File: src/rtl/instr_fault_injector.sv
// LFSR-driven instruction-word fault injector with detection statistics for core 0's fetch path.
// Optional double-bit flip mask when FI_MULTI_BIT_EN is defined; single-bit mask otherwise.
module instr_fault_injector #(
  parameter int          DATA_W      = 32,
  parameter logic [31:0] ADDR_LIMIT  = 32'h100,
  parameter int          PROB_THRESH = 3,
  parameter int          MAX_FAULTS  = 10,
  parameter int          TIMEOUT     = 1000,
  parameter logic [31:0] LFSR_SEED   = 32'hACE1_0001
) (
  input  logic              clk_i,
  input  logic              rst_i,
  input  logic              arm_i,
  input  logic [31:0]       instr_addr_i,
  input  logic              instr_rvalid_i,
  input  logic [DATA_W-1:0] instr_rdata_i,
  output logic [DATA_W-1:0] instr_rdata_o,
  input  logic              error_i,
  output logic              fault_active_o,
  output logic              busy_o,
  output logic [7:0]        inj_count_o,
  output logic [7:0]        det_count_o,
  output logic [7:0]        undet_count_o,
  output logic [7:0]        spur_count_o,
  output logic [15:0]       last_latency_o
);

  localparam logic [31:0] LFSR_TAPS = 32'h8020_0003;
  localparam logic [31:0] PROB_U    = PROB_THRESH;
  localparam logic [31:0] MAX_U     = MAX_FAULTS;
  localparam logic [15:0] TIMEOUT_U = 16'(TIMEOUT);

  typedef enum logic [1:0] {
    S_IDLE,
    S_ARMED,
    S_WAIT_DET,
    S_DONE
  } state_t;

  state_t            r_state;
  state_t            w_state_nxt;
  logic [31:0]       r_lfsr;
  logic              r_err_q;
  logic [7:0]        r_inj_cnt;
  logic [7:0]        r_det_cnt;
  logic [7:0]        r_undet_cnt;
  logic [7:0]        r_spur_cnt;
  logic [15:0]       r_lat_cnt;
  logic [15:0]       r_last_lat;

  logic              w_rise;
  logic              w_addr_ok;
  logic              w_prob_ok;
  logic              w_budget_ok;
  logic              w_budget_hit;
  logic              w_timeout;
  logic              w_inject;
  logic              w_detect;
  logic              w_undetect;
  logic [DATA_W-1:0] w_mask;

  function automatic logic [31:0] lfsr_step(input logic [31:0] v);
    return v[0] ? ((v >> 1) ^ LFSR_TAPS) : (v >> 1);
  endfunction

  function automatic logic [7:0] sat_inc8(input logic [7:0] v);
    return (v == 8'hFF) ? v : v + 8'd1;
  endfunction

  function automatic logic [15:0] sat_inc16(input logic [15:0] v);
    return (v == 16'hFFFF) ? v : v + 16'd1;
  endfunction

  assign w_rise       = error_i & ~r_err_q;
  assign w_addr_ok    = instr_addr_i < ADDR_LIMIT;
  assign w_prob_ok    = {27'd0, r_lfsr[4:0]} < PROB_U;
  assign w_budget_ok  = {24'd0, r_inj_cnt} < MAX_U;
  assign w_budget_hit = {24'd0, r_inj_cnt} == MAX_U;
  assign w_timeout    = r_lat_cnt == TIMEOUT_U;

`ifdef FI_MULTI_BIT_EN
  assign w_mask = (DATA_W'(1) << r_lfsr[9:5]) | (DATA_W'(1) << r_lfsr[14:10]);
`else
  assign w_mask = DATA_W'(1) << r_lfsr[9:5];
`endif

  // Next-state and per-cycle event decode
  always_comb begin
    w_state_nxt = r_state;
    w_inject    = 1'b0;
    w_detect    = 1'b0;
    w_undetect  = 1'b0;
    case (r_state)
      S_IDLE: begin
        if (arm_i) w_state_nxt = S_ARMED;
      end
      S_ARMED: begin
        if (!arm_i) begin
          w_state_nxt = S_IDLE;
        end else if (instr_rvalid_i && w_addr_ok && w_prob_ok && w_budget_ok) begin
          w_inject    = 1'b1;
          w_state_nxt = S_WAIT_DET;
        end
      end
      S_WAIT_DET: begin
        // A rise on the timeout edge still counts as a detection.
        if (w_rise)         w_detect   = 1'b1;
        else if (w_timeout) w_undetect = 1'b1;
        if (w_detect || w_undetect) begin
          if (w_budget_hit) w_state_nxt = S_DONE;
          else if (arm_i)   w_state_nxt = S_ARMED;
          else              w_state_nxt = S_IDLE;
        end
      end
      S_DONE: begin
        w_state_nxt = S_DONE;
      end
      default: begin
        w_state_nxt = S_IDLE;
      end
    endcase
  end

  // State, LFSR and statistics registers
  always_ff @(posedge clk_i) begin
    if (rst_i) begin
      r_state     <= S_IDLE;
      r_lfsr      <= LFSR_SEED;
      r_err_q     <= 1'b0;
      r_inj_cnt   <= 8'd0;
      r_det_cnt   <= 8'd0;
      r_undet_cnt <= 8'd0;
      r_spur_cnt  <= 8'd0;
      r_lat_cnt   <= 16'd0;
      r_last_lat  <= 16'd0;
    end else begin
      r_state <= w_state_nxt;
      r_lfsr  <= lfsr_step(r_lfsr);
      r_err_q <= error_i;

      if (w_inject) begin
        r_inj_cnt <= sat_inc8(r_inj_cnt);
        r_lat_cnt <= 16'd1;
      end else if (r_state == S_WAIT_DET) begin
        if (w_detect) begin
          r_det_cnt  <= sat_inc8(r_det_cnt);
          r_last_lat <= r_lat_cnt;
        end else if (w_undetect) begin
          r_undet_cnt <= sat_inc8(r_undet_cnt);
        end else begin
          r_lat_cnt <= sat_inc16(r_lat_cnt);
        end
      end

      if (w_rise && (r_state != S_WAIT_DET)) r_spur_cnt <= sat_inc8(r_spur_cnt);
    end
  end

  assign instr_rdata_o  = w_inject ? (instr_rdata_i ^ w_mask) : instr_rdata_i;
  assign fault_active_o = w_inject;
  assign busy_o         = r_state == S_WAIT_DET;
  assign inj_count_o    = r_inj_cnt;
  assign det_count_o    = r_det_cnt;
  assign undet_count_o  = r_undet_cnt;
  assign spur_count_o   = r_spur_cnt;
  assign last_latency_o = r_last_lat;

endmodule

File: config.mk
export PLATFORM = sky130hd
export DESIGN_NAME = instr_fault_injector
export DESIGN_NICKNAME = d
export VERILOG_FILES = /design/src/rtl/instr_fault_injector.sv
export SDC_FILE = /design/constraint.sdc
export NUM_CORES = 1
export LEC_CHECK = 0
export BUFFER_PORTS_ARGS = -buffer_cell sky130_fd_sc_hd__buf_2
export CAP_MARGIN = 20
export CORE_MARGIN = 2
export CORE_UTILIZATION = 55
export DETAILED_ROUTE_END_ITERATION = 16
export GPL_ROUTABILITY_DRIVEN = 0
export GPL_TIMING_DRIVEN = 0
export PLACE_DENSITY = 0.82
export SYNTH_ARGS = -nofsm -noshare
export SYNTH_HDL_FRONTEND = slang
export SYNTH_SLANG_ARGS = --single-unit
File: constraint.sdc
create_clock -name clk_i -period 3.4 [get_ports clk_i]
set_clock_uncertainty 0.15 [all_clocks]
set_input_delay 0.51 -clock clk_i [delete_from_list [all_inputs] [get_ports clk_i]]
set_output_delay 0.51 -clock clk_i [all_outputs]
set_load 0.02 [all_outputs]
# Word-level counts from Yosys, hierarchy flattened

Cells that the tools add are included.

Bitwise gates (word level): 12
Order comparisons: 3
Mux-type cells: 24
Shift-type cells: 1
$add $sub $neg: 5
Reduce and logical (&&, ||, !) cells: 16
Eq/ne operators: 17

Operators by type and width:

| kind                                                 | number |
|---|---|
| 2-to-1 mux 32 bit                                    | 2 |
| adder 8 x 1 -> 8 bit (second input constant)         | 4 |
| == test 8 bit (second input constant)                | 4 |
| < comparator 32 x 9 -> 1 bit (second input constant) | 1 |
| << shifter 1 x 5 -> 32 bit (first input constant)    | 1 |
| bitwise XOR 32 bit                                   | 1 |
| adder 16 x 1 -> 16 bit (second input constant)       | 1 |
| == test 16 x 10 -> 1 bit (second input constant)     | 1 |
| == test 16 bit (second input constant)               | 1 |
| 2-to-1 mux 1 bit                                     | 16 |
| AND reduction 4 bit                                  | 3 |
| 2-to-1 mux 2 bit                                     | 5 |
| != test 2 bit (second input constant)                | 5 |
| inverter 1 bit                                       | 9 |
| == test 8 x 4 -> 1 bit (second input constant)       | 1 |
| < comparator 8 x 4 -> 1 bit (second input constant)  | 1 |
| one-hot mux 2 bit (4 select lines)                   | 1 |
| AND reduction 3 bit                                  | 2 |
| < comparator 5 x 2 -> 1 bit (second input constant)  | 1 |
| AND reduction 5 bit                                  | 1 |
| == test 2 bit (second input constant)                | 2 |
| logical AND 1 bit                                    | 4 |
| inverter 3 -> 4 bit                                  | 1 |
| AND reduction 2 bit                                  | 2 |
| 8 further kinds                                      | 8 |

Bits of input ports: 69
Logic and storage cells: 88
Bits in registers: 99

# Longest topological paths before layout

Gate-level depths: netlist of run 1.

Depth in word-level cells: 9
Gate-level depth with buffers: 8

# Least setup slack after synthesis of run 1

No wires, ideal clock.

Path type: input to output
From: input port instr_addr_i[15]
To: output port instr_rdata_o[0]
Arrival: 2.165 ns
Data required time: 2.740 ns
Stages on the path: 6
Slack: 0.575 ns
Cell sequence: or4b_4 buf_6 nor4b_4 nand4_4 nor2_1 xor2_1

Longest elaborated chain between the ends: 8

RTL lines:

| what                           | line | source |
|---|---|---|
| start: declaration             | 14   | `input logic [31:0] instr_addr_i,` |
| < comparator 32 x 9 -> 1 bit   | 75   | `assign w_addr_ok = instr_addr_i < ADDR_LIMIT;` |
| logical AND 1 bit (3 in a row) | 100  | `end else if (instr_rvalid_i && w_addr_ok && w_prob_ok && w_budget_ok) begin` |
| 2-to-1 mux 1 bit               | 100  |  |
| 2-to-1 mux 1 bit               | 98   | `if (!arm_i) begin` |
| 2-to-1 mux 1 bit               | 93   | `case (r_state)` |
| 2-to-1 mux 32 bit              | 159  | `assign instr_rdata_o = w_inject ? (instr_rdata_i ^ w_mask) : instr_rdata_i;` |
| end: declaration               | 17   | `output logic [DATA_W-1:0] instr_rdata_o,` |

No other way between the ends.

# Worst setup path in the final report of run 1

From: register r_inj_cnt[4] (netlist: inj_count_o[4])
To: output port instr_rdata_o[14]

Longest elaborated chain between the ends: 6

RTL lines:

| what                        | line | source |
|---|---|---|
| start: declaration          | 44   | `logic [7:0] r_inj_cnt;` |
| start signal: assignment    | 142  | `r_inj_cnt <= sat_inc8(r_inj_cnt);` |
| < comparator 8 x 4 -> 1 bit | 77   | `assign w_budget_ok = {24'd0, r_inj_cnt} < MAX_U;` |
| logical AND 1 bit           | 100  |  |
| 2-to-1 mux 1 bit            | 100  |  |
| 2-to-1 mux 1 bit            | 98   |  |
| 2-to-1 mux 1 bit            | 93   |  |
| 2-to-1 mux 32 bit           | 159  |  |

No other way between the ends.

==> run metrics, run 1 <==
drt total wl=11.2 mm; count of final hold-check violations=0; post-synthesis cell count=527; largest net degree at the start of global routing=18; min cycle time layout=3.23 ns; period utilization=0.951; fillcell total=679; status=finished, final reports clean; first-pass GRT wire length=17.5 mm; Post-synth EDFFs=0; Hold Crit Class=input port to flip-flop; DR vias/cell=5.27; Tot GR Track Use=0.242; share of cells above drive strength 1=0.291; Cell Int Power=1.63 mW; total grt overflow=0; die span in y=96.1 um; I/O Buffers=142; initial cell density of the core=0.568; post-place instance area=5510 um2; Sw Ratio=0.246; row count=33; CP required=2.74 ns; NetSw=531 uW; clk_lat worst skew=0.36 ns; Final ANT Viol Nets=0; CTS Hold Bufs=0; number of diodes=0; Syn Area/Cell=8.86 um2; Post-CTS Setup Inserts=0; Initial DRC Count=209; clock network power share=0.366; RSZ-0062 raised after global routing=no; clk slew on worst S/H paths=0.10 ns; CP startpoint kind=flip-flop; Final TNS setup=0 ns; CORE AREA=8220 um2; Slew @ Worst Pin=0.666 ns; Root Driver=clkbuf_8; async set or reset register ratio after synthesis=0; Main synth FF type=dfxtp_1; I/O Pins=151; Seq pwr share=0.554; register bit count reported by yosys=99; critical path arrival=2.57 ns; DIE AREA=9240 um2; Final Cell Area=5720 um2; Slew headroom=0.552; CTS Buf Count=9; Yosys warning count=0; Yosys cell types=55; Detail Placement HPWL=8.31 mm; Comb power frac=0.080; Die X=96.1 um; Layout Nets=756; CP Class=flip-flop to primary output; worst vdd ir=0.289 mV; most frequent cells in the layout=buf_2 (148), dfxtp_1 (99), nor2_1 (73); Vias=4161; Worst Setup End Kind=primary output; Syn Nets=603; Max Root-Sink Buffers=2; post-synthesis sequential area ratio=0.424; max-capacitance violation count=0; CTS tree=built; final setup violation count=0; # resized after CTS=0; commonest non-fill, non-tap cell in the layout=buf_2; Layout area overhead=22.5%; drt pass-1 iters=4; synthesized area=4670 um2; pins over their slew limit=0; wire per inst=14.1 um; critical path fanouts, max=8; total power divided by cell area=377 nW/um2; static leakage=2.42 nW; H-tree levels=3; Peak Freq=309 MHz; vias in the first global route=3834; FF+latch area=1980 um2; area occupied by multi-input gates=2520 um2; Residual DRC=0; total clock sinks=99; initial antenna violation count=0
-- cells by family after synthesis --
logic type / after synthesis / share of synthesized area
AND/OR/NAND/NOR: 273 / 0.335
flip-flops: 99 / 0.424
buffers and inverters: 33 / 0.0356
adder cells (fa/ha/maj): 7 / 0.0188
AO/OA/AOI/OAI: 48 / 0.0600
multiplexers: 3 / 0.00643
XOR/XNOR: 64 / 0.120
-- flip-flops by register name, summed over array words and instances (netlist names) --
name            count
r_lat_cnt          16
r_lfsr             32
r_err_q             1
undet_count_o       8
inj_count_o         8
last_latency_o     16
spur_count_o        8
r_state             2
det_count_o         8
-- metal layers --
layer	wire length, um	GRT usage	part of all wire
met5	0	0	0
met1	4590	0.274	0.41
met2	5640	0.457	0.51
met4	148	0.0607	0.013
met3	786	0.0532	0.070
-- stage by stage --
stage	hold slack (ns)	std cells	power, mW	setup WS (ns)	utilization
global route	0.249	790	2.24	0.0383	0.696
CTS	0.241	790	2.17	0.200	0.696
floorplan	0.239	527	1.32	0.575	-
global placement	0.247	774	1.39	0.384	0.671
finish	0.257	790	2.16	0.167	0.696
detailed placement	0.249	774	1.39	0.351	0.671
-- worst paths after layout --
path | from | to | slack, ns | cells after the start
worst max register to register | inj_count_o[4] | r_lat_cnt[1] | 1.03 | 7
worst max-delay path | inj_count_o[4] | instr_rdata_o[14] | 0.17 | 7
worst min-delay path | error_i | r_err_q | 0.26 | 2
worst min register to register | r_lfsr[23] | r_lfsr[22] | 0.27 | 1
-- critical path: stages, from the launching register on --
cell and delay [ns]:
dfxtp_1 0.34, nor4_1 0.61, and3b_2 0.28, clkbuf_4 0.22, nand4_4 0.18, nor2_1 0.21, xor2_1 0.18, buf_2 0.19
-- power groups by stage --
stage / clock [mW] / combinational, mW / sequential [mW]
floorplan: 0 / 0.0969 / 1.22
global placement: 0 / 0.169 / 1.22
detailed placement: 0 / 0.173 / 1.22
CTS: 0.800 / 0.174 / 1.19
global route: 0.848 / 0.191 / 1.20
finish: 0.791 / 0.172 / 1.19
-- final cells by class --
class                      count  area share
multi-input combinational    395       0.441
sequential                    99       0.347
timing repair buffer         142       0.124
clock buffer                  10      0.0241
buffer                        25      0.0238
tap                          105      0.0230
clock inverter                 6      0.0123
inverter                       8     0.00525
-- cells in the mapped netlist, types with 3 or more instances --
library cell	n	area [um2]
dfxtp_1	99	1980
nor2_1	73	274
nand2_1	55	206
xor2_1	44	385
a21oi_1	29	145
nor2b_1	28	175
nand4_1	21	131
xnor2_1	20	175
nand3_1	13	65.1
nor4_1	13	81.3
clkbuf_1	11	41.3
o21ai_0	10	50.1
or2_2	9	56.3
inv_1	8	30.0
nor3_1	8	40.0
ha_1	7	87.6
nand2b_1	7	43.8
or3_1	7	43.8
and4_1	6	52.6
buf_2	6	30.0
nand4_4	4	85.1
and2_1	3	18.8
mux2i_1	3	30.0
nand3b_1	3	22.5
nor4_4	3	63.8
(Power assumes the default switching activity.)
==> run 2, diff against run 1 <==
- ABC_AREA: default -> 1
- CORE_UTILIZATION: 55 -> 57
==> run 2 against run 1 <==
Effect of this change: largest cell class unchanged; critical path depth grew 4; sequential share of layout area down 4.3 points; utilization rose by 0.61 points; worst setup slack better by 0.41 ns; power shrank 2.1%; final cell count increased by 42%; wire length up 28%; critical path type unchanged; clock power is 12% lower; maximum frequency rose by 15%.
==> run metrics, run 2 <==
status=finished, final reports clean; Seq pwr share=0.566 (+0.012); Critical-path top delay cell=dfxtp_1; first-pass GRT wire length=23.2 mm (+32%); Hold Path Stages=3 (+1); clock network power share=0.328 (-0.038); CP startpoint kind=flip-flop; FF+latch area=1980 um2 (unchanged); CP Class=flip-flop to primary output; Worst Reg-to-Reg Cells=9 (+2); most frequent CP cell=nand2_1; Hold Startpoint=error_i; Syn Nets=915 (+52%); worst hold slack=0.227 ns (-0.0297 ns); fillcell total=832 (+23%); die span in y=102 um (+6.1%); final setup violation count=0 (unchanged); row count=35 (+6.1%); Comb power frac=0.105 (+0.025); count of final hold-check violations=0 (unchanged); Peak Freq=355 MHz (+15%); Post-synth EDFFs=0 (unchanged); count leader, synth=nand2_1; Max stage delay on crit path=0.33 ns (-0.28 ns); Buf+Inv Stages, Crit Path=2 (unchanged); max-capacitance violation count=0 (unchanged); Layout Nets=1067 (+41%); Initial DRC Count=358 (+71%); wire per inst=12.7 um (-10%); Yosys warning count=0 (unchanged); # resized after CTS=0 (unchanged); Slew @ Worst Pin=0.546 ns (-0.120 ns); Die X=102 um (+6.1%); Main synth FF type=dfxtp_1; dpl cells=1109 (+43%); number of diodes=0 (unchanged); Slew headroom=0.636 (+0.0843); static leakage=3.05 nW (+26%); worst setup margin=0.579 ns (+0.413 ns); CORE AREA=9280 um2 (+13%); initial antenna violation count=0 (unchanged); Largest delay share family, worst path=simple AND/OR/NAND/NOR gates; RSZ-0062 raised after global routing=no; Yosys top cell by area=dfxtp_1; post-synthesis sequential area ratio=0.362 (-0.0623); Layout area overhead=19.1%; Max Root-Sink Buffers=2 (unchanged); Cell Int Power=1.54 mW (-5.4%); Place WS=0.779 ns (+0.427 ns); worst vdd ir=0.191 mV (-34%); total clock sinks=99 (unchanged); share of the synthesized area in the top cell type=0.362 (-0.0623); Final TNS setup=0 ns (unchanged); period utilization=0.830 (-0.121); Biggest register=r_lfsr; Post-CTS Setup Inserts=0 (unchanged); Non-Filler Instances=1125 (+42%); max FFs per register=32 (unchanged); CTS Buf Count=9 (unchanged); initial cell density of the core=0.589 (+0.0212); Vias=5793 (+39%); critical path fanouts, max=10 (+2); Tot GR Track Use=0.280 (+0.0372); setup slack, reg-to-reg=1.43 ns (+0.40 ns); CTS Hold Bufs=0 (unchanged); total grt overflow=0 (unchanged); R2R Path Start=r_lat_cnt[0]; I/O Pins=151 (unchanged); fin util=0.702 (+0.00610); R2R Path End=undet_count_o[4]; largest net degree at the start of global routing=18 (unchanged); Synth top cells by count=nand2_1 (196), nor2_1 (141), inv_1 (104); Final ANT Viol Nets=0 (unchanged); register bit count reported by yosys=99 (unchanged); Hold EP=r_err_q; total power=2.11 mW (-2.1%); synthesized area=5470 um2 (+17%); Final Cell Area=6520 um2 (+14%); Root Driver=clkbuf_8; commonest non-fill, non-tap cell in the layout=nand2_1; Yosys cell types=35 (-36%); async set or reset register ratio after synthesis=0 (unchanged); post-place instance area=6340 um2 (+15%); pins over their slew limit=0 (unchanged); Worst Setup End Kind=primary output; clk_lat worst skew=0.37 ns (about the same); H-tree levels=3 (unchanged); DR vias/cell=5.15 (-2.2%); Detail Placement HPWL=11.1 mm (+34%); total power divided by cell area=324 nW/um2 (-14%); Sw Ratio=0.271 (+0.0250); critical path arrival=2.16 ns (-0.41 ns); area occupied by multi-input gates=2880 um2 (+14%); Hold Crit Class=input port to flip-flop; drt pass-1 iters=5 (+1); DIE AREA=10400 um2 (+13%); Residual DRC=0 (unchanged); vias in the first global route=5006 (+31%); post-synthesis cell count=839 (+59%); clk slew on worst S/H paths=0.10 ns (about the same); NetSw=573 uW (+7.8%); CP required=2.74 ns (about the same); min cycle time layout=2.82 ns (-0.413 ns); most frequent cells in the layout=nand2_1 (196), buf_2 (150), nor2_1 (141); I/O Buffers=141 (-0.70%); drt total wl=14.3 mm (+28%); share of cells above drive strength 1=0.221 (-0.0696); CP cell instances=nor2_2 -> nand2_1 -> nor2_2 -> nand2_1 -> nor2_1 -> nand2_1 -> nor2_2 -> buf_2 -> nand4_1 -> nand2_1 -> buf_2; top cells by area, synth=dfxtp_1 (36%), nand2_1 (13%), nor2_1 (9.7%), inv_1 (7.1%), nand4_1 (6.7%); CTS tree=built; Syn Area/Cell=6.52 um2 (-26%)
-- run 2: worst max-delay path by stage --
stage	cells after the start	end	slack, ns	from
floorplan	9	instr_rdata_o[25]	1.13	instr_addr_i[29]
global placement	12	instr_rdata_o[1]	0.80	instr_addr_i[22]
detailed placement	12	instr_rdata_o[2]	0.78	instr_addr_i[22]
CTS	11	instr_rdata_o[2]	0.57	inj_count_o[6]
global route	11	instr_rdata_o[2]	0.38	inj_count_o[6]
finish	11	instr_rdata_o[1]	0.58	inj_count_o[6]
-- run 2: tightest hold or removal path, cell delays in order --
cell,delay (ns)
buf_2,0.08
inv_1,0.05
nor2_1,0.07
-- run 2: power groups by stage --
stage               clock network (mW)  logic (mW)  registers, mW
floorplan                            0       0.126           1.23
detailed placement                   0       0.222           1.22
global route                     0.755       0.251           1.20
CTS                              0.707       0.223           1.20
finish                           0.693       0.223           1.20
global placement                     0       0.219           1.22
-- run 2: area by class of cell --
cell class	instances	share of cell area
Sequential cell	99	0.304
Tap cell	129	0.0248
Inverter	119	0.0685
Clock inverter	6	0.00787
Timing Repair Buffer	141	0.108
Clock buffer	10	0.0196
Multi-Input combinational cell	590	0.441
Buffer	31	0.0259
-- run 2: kinds of logic after synthesis --
| logic type | synth area share |
|---|---|
| flops | 0.362 |
| compound gates | 0.0995 |
| fa+ha+maj | 0.0160 |
| xor+xnor | 0.0304 |
| simple gates | 0.380 |
| buf+inv | 0.112 |
-- run 2: metal layers --
metal | vias up | share of wire | track usage
li1 | 2977 | - | -
met1 | 2558 | 0.45 | 0.379
met2 | 238 | 0.45 | 0.459
met3 | 20 | 0.084 | 0.0561
met4 | 0 | 0.014 | 0.0749
met5 | - | 0 | 0
==> run 3, diff against run 2 <==
- ABC_AREA: 1 -> 0
- CORE_UTILIZATION: 57 -> 51
- PLACE_DENSITY: 0.82 -> 0.76
- clock period: 3.4 -> 2.9 ns (I/O delays scaled with it)
==> run 3 against run 2 <==
Effect of this change: global-route usage is 6.3 points lower; largest cell class unchanged; first-iteration DRC count is 46% lower; power is 17% higher; critical endpoint is now instr_rdata_o[22]; final cell count is 29% lower; worst hold slack worse by 0.056 ns; largest power group unchanged; die area is 4.5% lower; flip-flop and latch count stayed put.
==> run metrics, run 3 (synthesized netlist as in run 1, its figures left out) <==
commonest non-fill, non-tap cell in the layout=buf_2; CTS Buf Count=9 (unchanged); most frequent cells in the layout=buf_2 (124), dfxtp_1 (98), nand2_1 (55); dpl cells=777 (-30%); CTS Hold Bufs=0 (unchanged); row count=34 (-2.9%); CP required=2.32 ns (-0.42 ns); pins over their slew limit=0 (unchanged); Largest delay share family, worst path=simple AND/OR/NAND/NOR gates; Worst Setup End Kind=primary output; worst hold slack=0.171 ns (-0.0562 ns); worst setup margin=0.00125 ns (-0.578 ns); Max stage delay on crit path=0.54 ns (+0.21 ns); DR vias/cell=5.27 (+2.2%); CP Class=flip-flop to primary output; CORE AREA=8810 um2 (-5.1%); die span in y=99.7 um (-2.3%); clk slew on worst S/H paths=0.10 ns (about the same); NetSw=650 uW (+14%); Root Driver=clkbuf_8; GRT met1 Usage=0.262 (-0.117); status=finished, final reports clean; critical path arrival=2.31 ns (+0.15 ns); Residual DRC=0 (unchanged); Slew headroom=0.639 (+0.00346); grt met3 use=0.0330 (-0.0231); I/O Buffers=142 (+0.71%); DIE AREA=9940 um2 (-4.5%); Peak Freq=345 MHz; count of final hold-check violations=0 (unchanged); drt pass-1 iters=4 (-1); Max Root-Sink Buffers=2 (unchanged); CTS tree=built; RSZ-0062 raised after global routing=yes; vias in the first global route=3863 (-23%); Seq pwr share=0.566 (about the same); I/O Pins=151 (unchanged); min cycle time layout=2.90 ns; final setup violation count=0 (unchanged); GRT busiest layer=met2; Vias=4212 (-27%); Sw Ratio=0.263 (-0.00844); Layout area overhead=29.5%; max FFs per register=32 (unchanged); max-capacitance violation count=0 (unchanged); fillcell total=723 (-13%); Hold Crit Class=input port to flip-flop; Place WS=-0.00396 ns (-0.782 ns); critical path fanouts, max=8 (-2); Die X=99.7 um (-2.3%); first-pass GRT wire length=17.6 mm (-24%); period utilization=1.00; Final TNS setup=0 ns (unchanged); Cell Int Power=1.82 mW (+19%); clock network power share=0.346 (+0.018); initial antenna violation count=1 (+1); total power divided by cell area=409 nW/um2 (+26%); total clock sinks=99 (unchanged); worst vdd ir=0.241 mV (+26%); Slew @ Worst Pin=0.536 ns (-0.0101 ns); wire per inst=13.6 um (+7.7%); H-tree levels=3 (unchanged); setup slack, reg-to-reg=0.65 ns (-0.78 ns); CP startpoint kind=flip-flop; static leakage=2.50 nW (-18%); largest net degree at the start of global routing=20 (+2); share of cells above drive strength 1=0.346 (+0.125); Tot GR Track Use=0.217 (-0.0631); Comb power frac=0.088 (-0.017); Detail Placement HPWL=7.87 mm (-29%); initial cell density of the core=0.530 (-0.0592); drt total wl=10.9 mm (-23%); Layout Nets=762 (-29%); Biggest register=r_lfsr; CP cell instances=or4b_4 -> nor4_4 -> nand4_4 -> nor2_4 -> xor2_2 -> buf_4; total grt overflow=0 (unchanged); M2 GR Usage=0.385 (-0.0739); Critical-path top delay cell=or4b_4; Final ANT Viol Nets=0 (unchanged); Initial DRC Count=193 (-46%); clk_lat worst skew=0.36 ns (about the same); Buf+Inv Stages, Crit Path=1 (-1); Non-Filler Instances=800 (-29%)
==> run 3: changes by cell type in the layout (fill, tap and decap cells not counted), sizes merged, moves of 19 or more <==
| cell | change |
|---|---|
| a21oi | -19 |
| inv | -106 |
| nand2 | -145 |
| nand3 | -22 |
| nand4 | -34 |
| nor2 | -77 |
| nor2b | +28 |
| o21ai | -37 |
| xor2 | +29 |
==> run 3: cell type report <==
type,instances,area [um2],area share
Clock inverter,7,67.6,0.0112
Antenna cell,1,2.50,0.000414
Timing Repair Buffer,149,861,0.142
Tap cell,108,135,0.0223
Multi-Input combinational cell,395,2710,0.448
Clock buffer,9,124,0.0205
Inverter,8,30.0,0.00497
Buffer,24,131,0.0217
Sequential cell,99,1990,0.328
==> run 3: path summary, 6_finish.rpt <==
path	startpoint	endpoint	cells past startpoint
setup reg to reg	r_state[0]	r_lat_cnt[12]	7
hold / removal	error_i	r_err_q	2
setup / recovery	r_state[0]	instr_rdata_o[22]	6
hold reg to reg	r_lfsr[17]	r_lfsr[16]	1
==> run 3: through the flow <==
step	power, mW	cell area (um2)	util
floorplan	1.55	4670	-
global placement	1.63	5520	0.626
detailed placement	1.63	5520	0.626
CTS	2.49	5840	0.663
global route	2.57	6050	0.687
finish	2.47	6050	0.687
==> run 3: layer usage <==
metal  wire (um)  share of wire  up-vias
li1            -              -     2100
met1        4730           0.43     1970
met2        5400           0.49      130
met3         613          0.056       12
met4         172          0.016        0
met5           0              0        -
==> run 3: timing repair <==
item,CTS,global route
endpoints found under the setup margin,32,33
resized for setup,44,38
pin swaps,32,25
buffers inserted,2,5
==> run 3: power groups by stage <==
stage,registers [mW],logic (mW),clock network [mW]
after floorplan,1.43,0.114,0
after global placement,1.43,0.199,0
after detailed placement,1.43,0.202,0
after CTS,1.40,0.209,0.877
after global routing,1.40,0.236,0.934
final,1.40,0.219,0.855
